$ cat config.mk
export PLATFORM = sky130hd
export DESIGN_NAME = dac_sample_feeder_flat
export DESIGN_NICKNAME = d
export VERILOG_FILES = /design/src/rtl/dac_sample_feeder_if.sv /design/src/rtl/dac_sample_feeder.sv /design/src/flat_wrapper.sv
export SDC_FILE = /design/constraint.sdc
export NUM_CORES = 1
export LEC_CHECK = 0
export CAP_MARGIN = 20
export CORE_ASPECT_RATIO = 1.75
export CORE_MARGIN = 2
export CORE_UTILIZATION = 47
export DETAILED_ROUTE_END_ITERATION = 16
export MAX_ROUTING_LAYER = met4
export PLACE_DENSITY = 0.66
export RECOVER_POWER = 100
export SKIP_LAST_GASP = 1
export SLEW_MARGIN = 30
export SYNTH_ARGS = -nofsm -noshare
export SYNTH_HDL_FRONTEND = slang
export SYNTH_SLANG_ARGS = --single-unit
$ cat constraint.sdc
create_clock -name clk -period 5.44 [get_ports clk]
set_input_delay 1.088 -clock clk [delete_from_list [all_inputs] [get_ports clk]]
set_output_delay 1.088 -clock clk [all_outputs]
set_load 0.03 [all_outputs]
$ cat src/rtl/dac_sample_feeder_if.sv
// Source-side pair handshake for dac_sample_feeder: the source drives the
// two channel samples with a valid flag, and the feeder answers with ready.
interface dac_sample_feeder_if #(
    parameter int W = 10
);
    logic         s_valid;
    logic         s_ready;
    logic [W-1:0] s_a;
    logic [W-1:0] s_b;

    modport master (
        output s_valid,
        output s_a,
        output s_b,
        input  s_ready
    );

    modport slave (
        input  s_valid,
        input  s_a,
        input  s_b,
        output s_ready
    );
endinterface

$ cat src/rtl/dac_sample_feeder.sv
// Pair FIFO feeding an interleaved A/B word stream to the DAC formatter.
// It substitutes the idle code, and counts the event, whenever an A slot finds the FIFO empty.
module dac_sample_feeder #(
    parameter int unsigned DEPTH     = 8,
    parameter logic [9:0]  IDLE_CODE = 10'h200
) (
    input  logic                    clk,
    input  logic                    rst_in,
    input  logic                    enable,
    dac_sample_feeder_if.slave      src,
    output logic [15:0]             dout,
    output logic                    phase,
    output logic                    underflow,
    output logic [15:0]             underflow_count,
    output logic [$clog2(DEPTH):0]  level
);
    localparam int AW = $clog2(DEPTH);
    localparam int LW = AW + 1;

    // HELD_A: dout carries an A word, so the next edge is the B slot.
    // HELD_B: dout carries a B or idle word, so the next edge is an A boundary.
    typedef enum logic {
        HELD_A = 1'b0,
        HELD_B = 1'b1
    } slot_t;

    logic [9:0]    mem_a [DEPTH];
    logic [9:0]    mem_b [DEPTH];
    logic [AW-1:0] wr_ptr;
    logic [AW-1:0] rd_ptr;
    logic [9:0]    hold;
    slot_t         slot;

    logic          push;
    logic          pop;
    logic          fifo_empty;

    function automatic logic [15:0] pad_word(input logic [9:0] w);
        return {6'd0, w};
    endfunction

    function automatic logic [15:0] sat_inc(input logic [15:0] c);
        return (c == 16'hFFFF) ? c : c + 16'd1;
    endfunction

    // Ready depends only on the registered level, never on the source inputs.
    assign src.s_ready = (level < LW'(DEPTH));
    assign fifo_empty  = (level == '0);
    assign push        = src.s_valid && src.s_ready;
    assign pop         = (slot == HELD_B) && enable && !fifo_empty;
    assign phase       = slot;

    // Storage is not reset; stale entries are unreachable once the pointers clear.
    always_ff @(posedge clk) begin
        if (push) begin
            mem_a[wr_ptr] <= src.s_a;
            mem_b[wr_ptr] <= src.s_b;
        end
    end

    always_ff @(posedge clk or negedge rst_in) begin
        if (!rst_in) begin
            wr_ptr <= '0;
            rd_ptr <= '0;
            level  <= '0;
        end else begin
            if (push) begin
                wr_ptr <= wr_ptr + AW'(1);
            end
            if (pop) begin
                rd_ptr <= rd_ptr + AW'(1);
            end
            case ({push, pop})
                2'b10:   level <= level + LW'(1);
                2'b01:   level <= level - LW'(1);
                default: level <= level;
            endcase
        end
    end

    // Slot sequencer: an A boundary either pops a pair, substitutes idle, or
    // idles in place while disabled; a started pair always finishes its B word.
    always_ff @(posedge clk or negedge rst_in) begin
        if (!rst_in) begin
            slot            <= HELD_B;
            dout            <= pad_word(IDLE_CODE);
            hold            <= IDLE_CODE;
            underflow       <= 1'b0;
            underflow_count <= '0;
        end else begin
            underflow <= 1'b0;
            case (slot)
                HELD_B: begin
                    if (enable) begin
                        slot <= HELD_A;
                        if (fifo_empty) begin
                            dout            <= pad_word(IDLE_CODE);
                            hold            <= IDLE_CODE;
                            underflow       <= 1'b1;
                            underflow_count <= sat_inc(underflow_count);
                        end else begin
                            dout <= pad_word(mem_a[rd_ptr]);
                            hold <= mem_b[rd_ptr];
                        end
                    end else begin
                        dout <= pad_word(IDLE_CODE);
                    end
                end
                HELD_A: begin
                    dout <= pad_word(hold);
                    slot <= HELD_B;
                end
            endcase
        end
    end
endmodule

$ cat src/flat_wrapper.sv
// flat-port wrapper written by rule: the top's interface ports become plain ports
module dac_sample_feeder_flat 
#(
    parameter int unsigned DEPTH     = 8,
    parameter logic [9:0]  IDLE_CODE = 10'h200
)
  (clk, rst_in, enable, dout, phase, underflow, underflow_count, level, src_s_valid, src_s_a, src_s_b, src_s_ready);
  dac_sample_feeder_if #(.W(10)) src_i ();
  input  logic clk;
  input  logic rst_in;
  input  logic enable;
  output logic [15:0] dout;
  output logic phase;
  output logic underflow;
  output logic [15:0] underflow_count;
  output logic [$clog2(DEPTH):0] level;
  input wire logic [$bits(src_i.s_valid)-1:0] src_s_valid;
  input wire logic [$bits(src_i.s_a)-1:0] src_s_a;
  input wire logic [$bits(src_i.s_b)-1:0] src_s_b;
  output wire logic [$bits(src_i.s_ready)-1:0] src_s_ready;
  assign src_i.s_valid = src_s_valid;
  assign src_i.s_a = src_s_a;
  assign src_i.s_b = src_s_b;
  assign src_s_ready = src_i.s_ready;
  dac_sample_feeder #(.DEPTH(DEPTH), .IDLE_CODE(IDLE_CODE)) u_core (.clk(clk), .rst_in(rst_in), .enable(enable), .src(src_i), .dout(dout), .phase(phase), .underflow(underflow), .underflow_count(underflow_count), .level(level));
endmodule
==> flow_summary.json, run 1 <==
{
  "status": "complete, but fails checks",
  "violations": "capacitance limit, slew limit",
  "detail-route-antenna-nets": 0,
  "cts_resized": 0,
  "design_area_mm2": 0.009589,
  "antenna_found_initial": 0,
  "dp.cells": 712,
  "core_mm2": 0.01703,
  "drc": 0,
  "crit_type": "in2reg",
  "cts_hold_buffers": 0,
  "synth.distinct_cells": 39,
  "fin_util": 0.5632,
  "clock.fmax_mhz": 258.6,
  "synth_adder_area_share": 0.009187,
  "synth_xor_area_frac": 0.02358,
  "gp_congestion": 0.7800,
  "drv_cap": 4,
  "drive_gt1_frac": 0.1660,
  "p_leak_nw": 3.396,
  "hold_viol_final": 0,
  "ioPinCount": 63,
  "root_buffer": "clkbuf_16",
  "place_hpwl_um": 9847,
  "dieWidth_um": 103.7,
  "post_cts_buffers": 0,
  "fin_cells": 745,
  "critPathArrivalTime_ps": 3960,
  "dr.pass1.iters": 4,
  "avgViaCountPerCell": 5.494,
  "place_area_mm2": 0.009019,
  "vias": 4093,
  "synth_seq_cells": 208,
  "endpoint_kind": "flop",
  "worst_slack_ps": 1572,
  "grt_usage": 0.1808,
  "first_global_vias": 4423,
  "die_h_um": 178.4,
  "synth_top_area_cell": "edfxtp_1",
  "setup_tns_ps": 0,
  "slew_viol_final": 112,
  "cp.required_ps": 5530,
  "initial_core_util": 0.4799,
  "p_per_area_mw_per_mm2": 493.8,
  "slew_headroom": -0.6827,
  "fin_nets": 536,
  "die_area_mm2": 0.01850,
  "drtIter0Drc": 212,
  "cts_sinks": 208,
  "grt_overflow": 0,
  "fin_skew_ps": 21.08,
  "synth.avg_cell_area_um2": 18.70,
  "synthCells": 437,
  "post-route-min-period_ps": 3868,
  "fin_crit_sh": 0.7110,
  "syn_area_mm2": 0.008172,
  "synth_compound_area_frac": 0.02450,
  "ys_warn_count": 0,
  "cts_inserted_buffers": 19,
  "grt_pass1_wl_um": 24940,
  "place_ws_ps": 1600,
  "synth.area.top_cells": "edfxtp_1 59%, dfrtp_1 14%, mux4_2 11%, mux2i_1 2.4%, xnor2_1 1.9%",
  "rsz0062_at_grt": "false",
  "hold_path_class": "reg2reg",
  "wire_per_inst_um": 20.72,
  "diodes": 0,
  "setup_viol_count_final": 0,
  "worstSkewPairLatency_ps": 490,
  "final_cell_mix": "160 x edfxtp_1, 55 x dlygate4sd3_1, 43 x dfrtp_1",
  "synthMuxAreaShare": 0.1407,
  "path_max_fanout": 14,
  "ir_drop_uv": 220.1,
  "tritoncts": "built",
  "worst_setup_path_start_kind": "primary input",
  "routed_wl_um": 15430,
  "grt_max_degree": 49,
  "worstMarginPinSlew_ps": 2524,
  "clk_pin_slew_ps": 70,
  "clk_path_buf_depth": 3,
  "num_rows": 63,
  "syn_to_final_growth_pct": 17.35,
  "synth_simple_gate_area_frac": 0.04532,
  "numPortBuffers": 56,
  "ys_seq_area_frac": 0.7354,
  "htreeDepth": 1,
  "final_common_cell": "edfxtp_1",
  "synth_top_family_by_area": "multiplexers",
  "synth_top_area_frac": 0.5880
}
cell usage after synthesis:
cell type	number
o211ai_1	5
and3_1	3
o21ai_2	1
a211o_1	1
nor2_2	1
mux2_4	1
and4_1	3
ha_1	6
o22ai_1	9
nor2_1	10
o2111ai_1	1
mux2i_1	20
mux2_2	3
nand4_1	6
and2_1	1
a21oi_1	6
nor2b_1	3
nand4b_1	2
xor2_1	4
dfstp_2	3
o21ai_0	10
nand2_1	22
or4_4	1
edfxtp_1	160
buf_4	6
clkbuf_1	6
nand3_2	1
dfrtp_1	45
inv_1	13
nor3_1	3
mux4_2	40
nand2b_1	3
nand3_1	6
nor4_2	1
buf_1	1
conb_1	1
xnor2_1	18
nor4_4	1
buf_2	10
per-stage QoR:
step / hold WS, ps / total power (W)
global route: 525.6 / 0.004965
detailed placement: 471.4 / 0.003450
finish: 480.6 / 0.004735
global placement: 468.2 / 0.003409
CTS: 486.5 / 0.004839
floorplan: 449.8 / 0.002993
worst paths after layout:
kind | start | to | slack [ps] | depth (start not counted)
max | src_s_valid | u_core.mem_a[1][5]$_DFFE_PP_ | 1570 | 5
min | u_core.hold[5]$_DFFE_PN0P_ | u_core.hold[5]$_DFFE_PN0P_ | 480 | 2
max reg2reg | u_core.level[1]$_DFFE_PN0P_ | u_core.level[2]$_DFFE_PN0P_ | 2260 | 10
min reg2reg | u_core.hold[5]$_DFFE_PN0P_ | u_core.hold[5]$_DFFE_PN0P_ | 480 | 2
max in group asynchronous | rst_in | u_core.rd_ptr[0]$_DFFE_PN0P_ | 2430 | 1
min in group asynchronous | rst_in | u_core.hold[8]$_DFFE_PN0P_ | 1390 | 1
report_power, final:
| group | switching, W | internal, W |
|---|---|---|
| Sequential | 0.000113 | 0.00196 |
| Combinational | 0.000711 | 0.000559 |
| Clock | 0.000560 | 0.000834 |
critical path: stages:
cell and delay (ps):
dlygate4sd3_1 530, nor2b_1 410, nand2_1 240, nor3_1 850, clkbuf_1 820
sequential cells by signal, summed over array words and instances (netlist names):
register,flops
u_core.underflow,1
u_core.rd_ptr,3
u_core.wr_ptr,3
u_core.level,4
u_core.mem_b,80
u_core.phase,1
u_core.mem_a,80
u_core.underflow_count,16
u_core.hold,10
u_core.dout,10
cells by family after synthesis:
family                   Yosys count
adder cells (fa/ha/maj)            6
AND/OR/NAND/NOR                   67
flip-flops                       208
multiplexers                      64
XOR/XNOR                          22
buffers and inverters             36
other                              1
AO/OA/AOI/OAI                     33
metal layers:
metal | vias to the layer above | GRT usage | share of wire
met2 | 103 | 0.3311 | 0.56
met3 | 27 | 0.02558 | 0.039
met4 | 0 | 0.06757 | 0.025
li1 | 1832 | - | -
met5 | - | - | 0
met1 | 2131 | 0.2014 | 0.37
area by class of cell:
cell class | count | area (um^2)
well taps | 227 | 284.0
repair buffers | 66 | 603.1
clock inverters | 12 | 166.4
flip-flops and latches | 208 | 6012
inverters | 13 | 48.80
fillers | 1334 | 7437
clock buffers | 21 | 483.0
multi-input cells | 198 | 1992
Note: power is estimated with default switching activity, not from simulation.
==> run 2, diff against run 1 <==
==> constraint.sdc (replaced) <==
create_clock -name clk -period 4.01 [get_ports clk]
set_input_delay 0.802 -clock clk [delete_from_list [all_inputs] [get_ports clk]]
set_output_delay 0.802 -clock clk [all_outputs]
set_load 0.03 [all_outputs]
==> flow_summary.json, run 2 (same netlist as run 1, synthesis figures left out) <==
{
  "status": "complete, but fails checks",
  "violations": "capacitance limit, slew limit",
  "num_rows": 63,
  "p_comb_frac": 0.254,
  "hold_path_class": "reg2reg",
  "final_common_cell": "edfxtp_1",
  "cts_inserted_buffers": 19,
  "hold_ws_ps": 486.8,
  "top_regs": "u_core.mem_a: 80 flops, u_core.mem_b: 80 flops, u_core.underflow_count: 16 flops",
  "ff2ff_path_depth": 4,
  "fin_crit_sh": 0.7813,
  "path_max_fanout": 20,
  "place_hpwl_um": 10110,
  "p_per_area_mw_per_mm2": 665.5,
  "swShare": 0.2922,
  "antenna_found_initial": 0,
  "clock.fmax_mhz": 319.2,
  "setup_tns_ps": 0,
  "setup_viol_count_final": 0,
  "slew_viol_final": 57,
  "cp-endpoint": "u_core.mem_b[1][7]$_DFFE_PP_",
  "post_cts_buffers": 0,
  "min_from": "u_core.underflow_count[14]$_DFFE_PN0P_",
  "p_leak_nw": 3.398,
  "grt_pass1_wl_um": 24870,
  "critPathArrivalTime_ps": 3210,
  "initial_core_util": 0.4799,
  "cts_sinks": 208,
  "avgViaCountPerCell": 5.510,
  "first_global_vias": 4429,
  "cp.required_ps": 4090,
  "die_area_mm2": 0.01850,
  "ir_drop_uv": 352.0,
  "numPortBuffers": 56,
  "htreeDepth": 1,
  "register_area_mm2": 0.006011,
  "hold_viol_final": 0,
  "vias": 4127,
  "grt_usage": 0.1800,
  "tritoncts": "built",
  "seqPwrFrac": 0.454,
  "worst_setup_path_start_kind": "primary input",
  "r2r-start": "u_core.rd_ptr[0]$_DFFE_PN0P_",
  "drtIter0Drc": 221,
  "post-route-min-period_ps": 3133,
  "routed_wl_um": 15310,
  "clk_path_buf_depth": 3,
  "multi_input_area_mm2": 0.001986,
  "p_switching_w": 0.001867,
  "cts_hold_buffers": 0,
  "worstSkewPairLatency_ps": 480,
  "root_buffer": "clkbuf_16",
  "detail-route-antenna-nets": 0,
  "fin_skew_ps": 15.15,
  "drc": 0,
  "diodes": 0,
  "drv_cap": 2,
  "ioPinCount": 63,
  "syn_to_final_growth_pct": 17.46,
  "pwr-share-clk": 0.292,
  "regToRegEndpoint": "u_core.hold[1]$_DFFE_PN0P_",
  "die_h_um": 178.4,
  "gp_congestion": 0.7974,
  "r2r_slack_ps": 1260,
  "fillers": 1364,
  "dr.pass1.iters": 4,
  "slew_headroom": -0.2000,
  "fin_nets": 539,
  "power.internal_w": 0.004521,
  "cts_resized": 0,
  "dieWidth_um": 103.7,
  "clk_pin_slew_ps": 70,
  "final_cell_mix": "160 x edfxtp_1, 55 x dlygate4sd3_1, 44 x dfrtp_1",
  "crit_type": "in2reg",
  "endpoint_kind": "flop",
  "crit_path_start": "src_s_valid",
  "wire_per_inst_um": 20.44,
  "worstMarginPinSlew_ps": 1800,
  "rsz0062_at_grt": "false",
  "drive_gt1_frac": 0.1648,
  "grt_max_degree": 36,
  "core_mm2": 0.01703,
  "fin_util": 0.5637,
  "grt_overflow": 0
}
run 2: worst min path at each step:
| stage | to | slack, ps | cells after the start |
|---|---|---|---|
| after CTS | u_core.underflow_count[8]$_DFFE_PN0P_ | 400 | 1 |
| after floorplan | u_core.hold[0]$_DFFE_PN0P_ | 450 | 2 |
| after detailed placement | u_core.hold[2]$_DFFE_PN0P_ | 480 | 2 |
| final | u_core.underflow_count[14]$_DFFE_PN0P_ | 490 | 1 |
| after global placement | u_core.hold[7]$_DFFE_PN0P_ | 470 | 2 |
| after global routing | u_core.underflow_count[14]$_DFFE_PN0P_ | 520 | 1 |
run 2: metal layers:
metal / up-vias / global-route usage / share of wire
met1: 2147 / 0.2163 / 0.40
met4: 0 / 0.05856 / 0.023
met5: - / - / 0
met2: 109 / 0.3179 / 0.54
met3: 24 / 0.02411 / 0.041
li1: 1847 / - / -
run 2: layout make-up:
class | instances | area share
Multi-Input combinational cell | 198 | 0.2069
Clock inverter | 11 | 0.01499
Sequential cell | 208 | 0.6263
Tap cell | 227 | 0.02959
Clock buffer | 23 | 0.05319
Inverter | 13 | 0.005084
Timing Repair Buffer | 69 | 0.06401
run 2: through the flow:
step / total power, W / setup slack [ps] / cell area (um^2) / instances
6_report: 0.006388 / 877.0 / 9598 / 749
5_1_grt: 0.006698 / 643.7 / 9598 / 749
4_1_cts: 0.006532 / 1275 / 9688 / 749
3_5_place_dp: 0.004657 / 944.7 / 9034 / 715
3_3_place_gp: 0.004624 / 955.1 / 9034 / 715
2_1_floorplan: 0.004060 / 900.5 / 8190 / 442
run 2: power by group through the flow:
stage	clock (W)	combinational [W]	sequential, W
after floorplan	0	0.00110	0.00296
after global placement	0	0.00168	0.00294
after detailed placement	0	0.00170	0.00296
after CTS	0.00191	0.00170	0.00291
after global routing	0.00199	0.00176	0.00295
final	0.00187	0.00162	0.00290
run 2: worst max-delay path, stage by stage:
cell and delay, ps:
dlygate4sd3_1 520, nor2b_1 410, nand2_1 210, nor3_1 180, clkbuf_1 1080
==> run 3, diff against run 2 <==
--- a/config.mk
+++ b/config.mk
@@ -11,7 +11,7 @@
 export CORE_UTILIZATION = 47
 export DETAILED_ROUTE_END_ITERATION = 16
 export MAX_ROUTING_LAYER = met4
-export PLACE_DENSITY = 0.66
+export PLACE_DENSITY = 0.69
 export RECOVER_POWER = 100
 export SKIP_LAST_GASP = 1
 export SLEW_MARGIN = 30
==> constraint.sdc (replaced) <==
create_clock -name clk -period 2.52 [get_ports clk]
set_input_delay 0.504 -clock clk [delete_from_list [all_inputs] [get_ports clk]]
set_output_delay 0.504 -clock clk [all_outputs]
set_load 0.03 [all_outputs]
==> flow_summary.json, run 3 <==
{
  "status": "stopped before the end",
  "stop_stage": "5_2_route",
  "firstError": "[ERROR DRT-0255] Maze Route cannot find path of net clk in worker of routeBox ( 96600 0 ) ( 103675 48300 ).",
  "cts_inserted_buffers": 19,
  "synth_top_area_frac": 0.5880,
  "grt_pass1_wl_um": 25190,
  "place_area_mm2": 0.009293,
  "synth-edff-count": 160,
  "synth.avg_cell_area_um2": 18.70,
  "htreeDepth": 1,
  "first_global_vias": 4516,
  "endpoint_type": "sequential cell input",
  "antenna_found_initial": 0,
  "dp.cells": 739,
  "synth_top_area_cell": "edfxtp_1",
  "root_buffer": "clkbuf_16",
  "synthCells": 437,
  "synth_ff_type": "edfxtp_1",
  "grt_overflow": 0,
  "clk_path_buf_depth": 3,
  "syn_area_mm2": 0.008172,
  "ioPinCount": 63,
  "synth.distinct_cells": 39,
  "place_hpwl_um": 11030,
  "yosysMostFrequentCell": "edfxtp_1",
  "synth-async-reset-ratio": 0.2308,
  "numPortBuffers": 56,
  "synth_common_cells": "160 x edfxtp_1, 45 x dfrtp_1, 40 x mux4_2, 22 x nand2_1, 20 x mux2i_1",
  "initial_core_util": 0.4799,
  "grt_max_degree": 21,
  "ys_seq_area_frac": 0.7354,
  "gp_congestion": 0.8532,
  "synth_seq_cells": 208,
  "die_h_um": 178.4,
  "num_rows": 63,
  "cts_sinks": 208,
  "dieWidth_um": 103.7,
  "ys_warn_count": 0,
  "grt_usage": 0.1841,
  "synth.area.top_cells": "edfxtp_1 59%, dfrtp_1 14%, mux4_2 11%, mux2i_1 2.4%, xnor2_1 1.9%",
  "grt-worst-endpoint": "u_core.level[2]$_DFFE_PN0P_/D"
}
run 3: metrics by stage:
stage	hold WS [ps]	setup WS, ps	util
5_1_grt	502.9	10.63	0.5739
3_3_place_gp	434.8	125.0	0.5458
3_5_place_dp	434.2	24.09	0.5458
2_1_floorplan	208.4	16.03	-
4_1_cts	458.8	43.45	0.5831
run 3: metal layers:
layer  GRT usage
met5           -
met4     0.08559
met3     0.02850
met2      0.3383
met1      0.1946
run 3: what timing repair did:
item,4_1_cts,5_1_grt
resized for setup,0,1
buffers inserted,0,1
setup endpoints to repair,0,1
hold buffers,1,0
endpoints found under the hold margin,15,0
run 3: cells by family after synthesis:
kind of cell               count (synthesis)  share of synthesized area
DFF                                      208                     0.7354
and+or+nand+nor                           67                    0.04533
muxes                                     64                     0.1407
buffers and inverters                     36                    0.02082
AOI/OAI and AO/OA                         33                    0.02450
xor gates and xnor gates                  22                    0.02358
adders and majority gates                  6                   0.009187
other                                      1                  0.0004589
==> run 4, diff against run 3 <==
--- a/config.mk
+++ b/config.mk
@@ -6,12 +6,10 @@
 export NUM_CORES = 1
 export LEC_CHECK = 0
 export CAP_MARGIN = 20
-export CORE_ASPECT_RATIO = 1.75
 export CORE_MARGIN = 2
-export CORE_UTILIZATION = 47
+export CORE_UTILIZATION = 32
 export DETAILED_ROUTE_END_ITERATION = 16
-export MAX_ROUTING_LAYER = met4
-export PLACE_DENSITY = 0.69
+export PLACE_DENSITY_LB_ADDON = 0.15
 export RECOVER_POWER = 100
 export SKIP_LAST_GASP = 1
 export SLEW_MARGIN = 30
==> constraint.sdc (replaced) <==
create_clock -name clk -period 3.3 [get_ports clk]
set_input_delay 0.66 -clock clk [delete_from_list [all_inputs] [get_ports clk]]
set_output_delay 0.66 -clock clk [all_outputs]
set_load 0.03 [all_outputs]
==> flow_summary.json, run 4 (same netlist as run 1, synthesis figures left out) <==
{
  "drv_cap": 0,
  "r2r-start": "u_core.phase$_DFF_PN1_",
  "clk_path_buf_depth": 3,
  "rsz0062_at_grt": "false",
  "fin_nets": 554,
  "ir_drop_uv": 393.1,
  "top_regs": "u_core.mem_a: 80 flops, u_core.mem_b: 80 flops, u_core.underflow_count: 16 flops",
  "status": "finished clean",
  "root_buffer": "clkbuf_16",
  "core_mm2": 0.02511,
  "tritoncts": "built",
  "path_cells": "dlygate4sd3_1",
  "critPathArrivalTime_ps": 2230,
  "detail-route-antenna-nets": 0,
  "slew_viol_final": 0,
  "gp_congestion": 0.7480,
  "highest_layer": "met4",
  "numPortBuffers": 56,
  "drtIter0Drc": 274,
  "dieWidth_um": 163.8,
  "syn_to_final_growth_pct": 20.44,
  "final_cell_mix": "160 x edfxtp_1, 54 x dlygate4sd3_1, 44 x dfrtp_1",
  "avgViaCountPerCell": 4.774,
  "wire_per_inst_um": 19.99,
  "grt_max_degree": 26,
  "cp.required_ps": 2640,
  "hold_viol_final": 0,
  "post_cts_buffers": 0,
  "fin_skew_ps": 8.037,
  "worstSkewPairLatency_ps": 500,
  "antenna_found_initial": 0,
  "grt_overflow": 0,
  "grt_usage": 0.1343,
  "clk_pin_slew_ps": 60,
  "p_leak_nw": 3.473,
  "initial_core_util": 0.3254,
  "cp_slowest_stage_delay_ps": 900,
  "fin_crit_sh": 0.8767,
  "grt_pass1_wl_um": 26900,
  "num_rows": 58,
  "post-route-min-period_ps": 2893,
  "slew_headroom": 0.06848,
  "crit_type": "reg2out",
  "met3_length_um": 821,
  "die_area_mm2": 0.02683,
  "place_hpwl_um": 11140,
  "cts_hold_buffers": 0,
  "r2r_slack_ps": 660,
  "path_max_fanout": 15,
  "worst_setup_path_start_kind": "flop",
  "regToRegEndpoint": "u_core.underflow_count[1]$_DFFE_PN0P_",
  "cts_sinks": 208,
  "ff2ff_path_depth": 4,
  "diodes": 0,
  "path_buf_inv": 1,
  "cts_resized": 0,
  "htreeDepth": 1,
  "drc": 0,
  "drive_gt1_frac": 0.1645,
  "setup_viol_count_final": 0,
  "vias": 4158,
  "route.met2.wl_um": 8611,
  "endpoint_kind": "output pin",
  "final_common_cell": "edfxtp_1",
  "critPathSlowestCell": "dfstp_1",
  "routed_wl_um": 17420,
  "hold_ws_ps": 467.8,
  "cts_inserted_buffers": 23,
  "hold_path_class": "in2async",
  "p_per_area_mw_per_mm2": 808.3,
  "ioPinCount": 63,
  "critPathTopFamily": "flip-flops",
  "dr.pass1.iters": 5,
  "die_h_um": 163.8,
  "setup_tns_ps": 0,
  "design_area_mm2": 0.009842,
  "clock.fmax_mhz": 345.6,
  "place_area_mm2": 0.009258,
  "worstMarginPinSlew_ps": 1397,
  "met1_length_um": 7613,
  "first_global_vias": 4495
}
[run 4: metal layers]
layer | up-vias | track usage
li1 | 1876 | -
met1 | 2150 | 0.1793
met2 | 100 | 0.2282
met3 | 32 | 0.02424
met4 | 0 | 0.03309
met5 | - | 0
[run 4: worst max path at each step]
stage                                        end  cells after the start                   start
detailed placement   u_core.level[2]$_DFFE_PN0P_                     10             src_s_valid
floorplan           u_core.mem_a[0][0]$_DFFE_PP_                      3             src_s_valid
global route        u_core.mem_b[3][9]$_DFFE_PP_                      6             src_s_valid
global placement     u_core.level[2]$_DFFE_PN0P_                     10             src_s_valid
CTS                                        phase                      1  u_core.phase$_DFF_PN1_
finish                                     phase                      1  u_core.phase$_DFF_PN1_
[run 4: where the power goes]
group	leakage [nW]	internal [W]	switching, W
registers	2.05	0.00322	0.000316
logic	1.07	0.000959	0.00107
clock network	0.350	0.00141	0.000978
[run 4: cell type report]
| type | count | area (um^2) |
|---|---|---|
| Multi-Input combinational cell | 198 | 1978 |
| Clock inverter | 12 | 86.33 |
| Fill cell | 2346 | 15270 |
| Timing Repair Buffer | 80 | 683.2 |
| Tap cell | 330 | 412.9 |
| Inverter | 13 | 48.80 |
| Sequential cell | 208 | 6011 |
| Clock buffer | 30 | 621.8 |
[run 4: through the flow]
stage                 util  total power (W)  worst slack, ps  std cells
global placement    0.3687         0.005747            490.6        829
floorplan                -         0.004933            332.5        442
finish              0.3920         0.007955            406.8        871
global route        0.3920         0.008385            304.2        871
detailed placement  0.3687         0.005774            510.3        829
CTS                 0.3969         0.008204            619.8        871
[run 4: worst register-to-register path: cells and delay by family, from the launching register on]
kind               cells  cell delay [ps]
AOI/OAI and AO/OA      1              280
DFF                    1              900
muxes                  1              320
and+or+nand+nor        2             1020
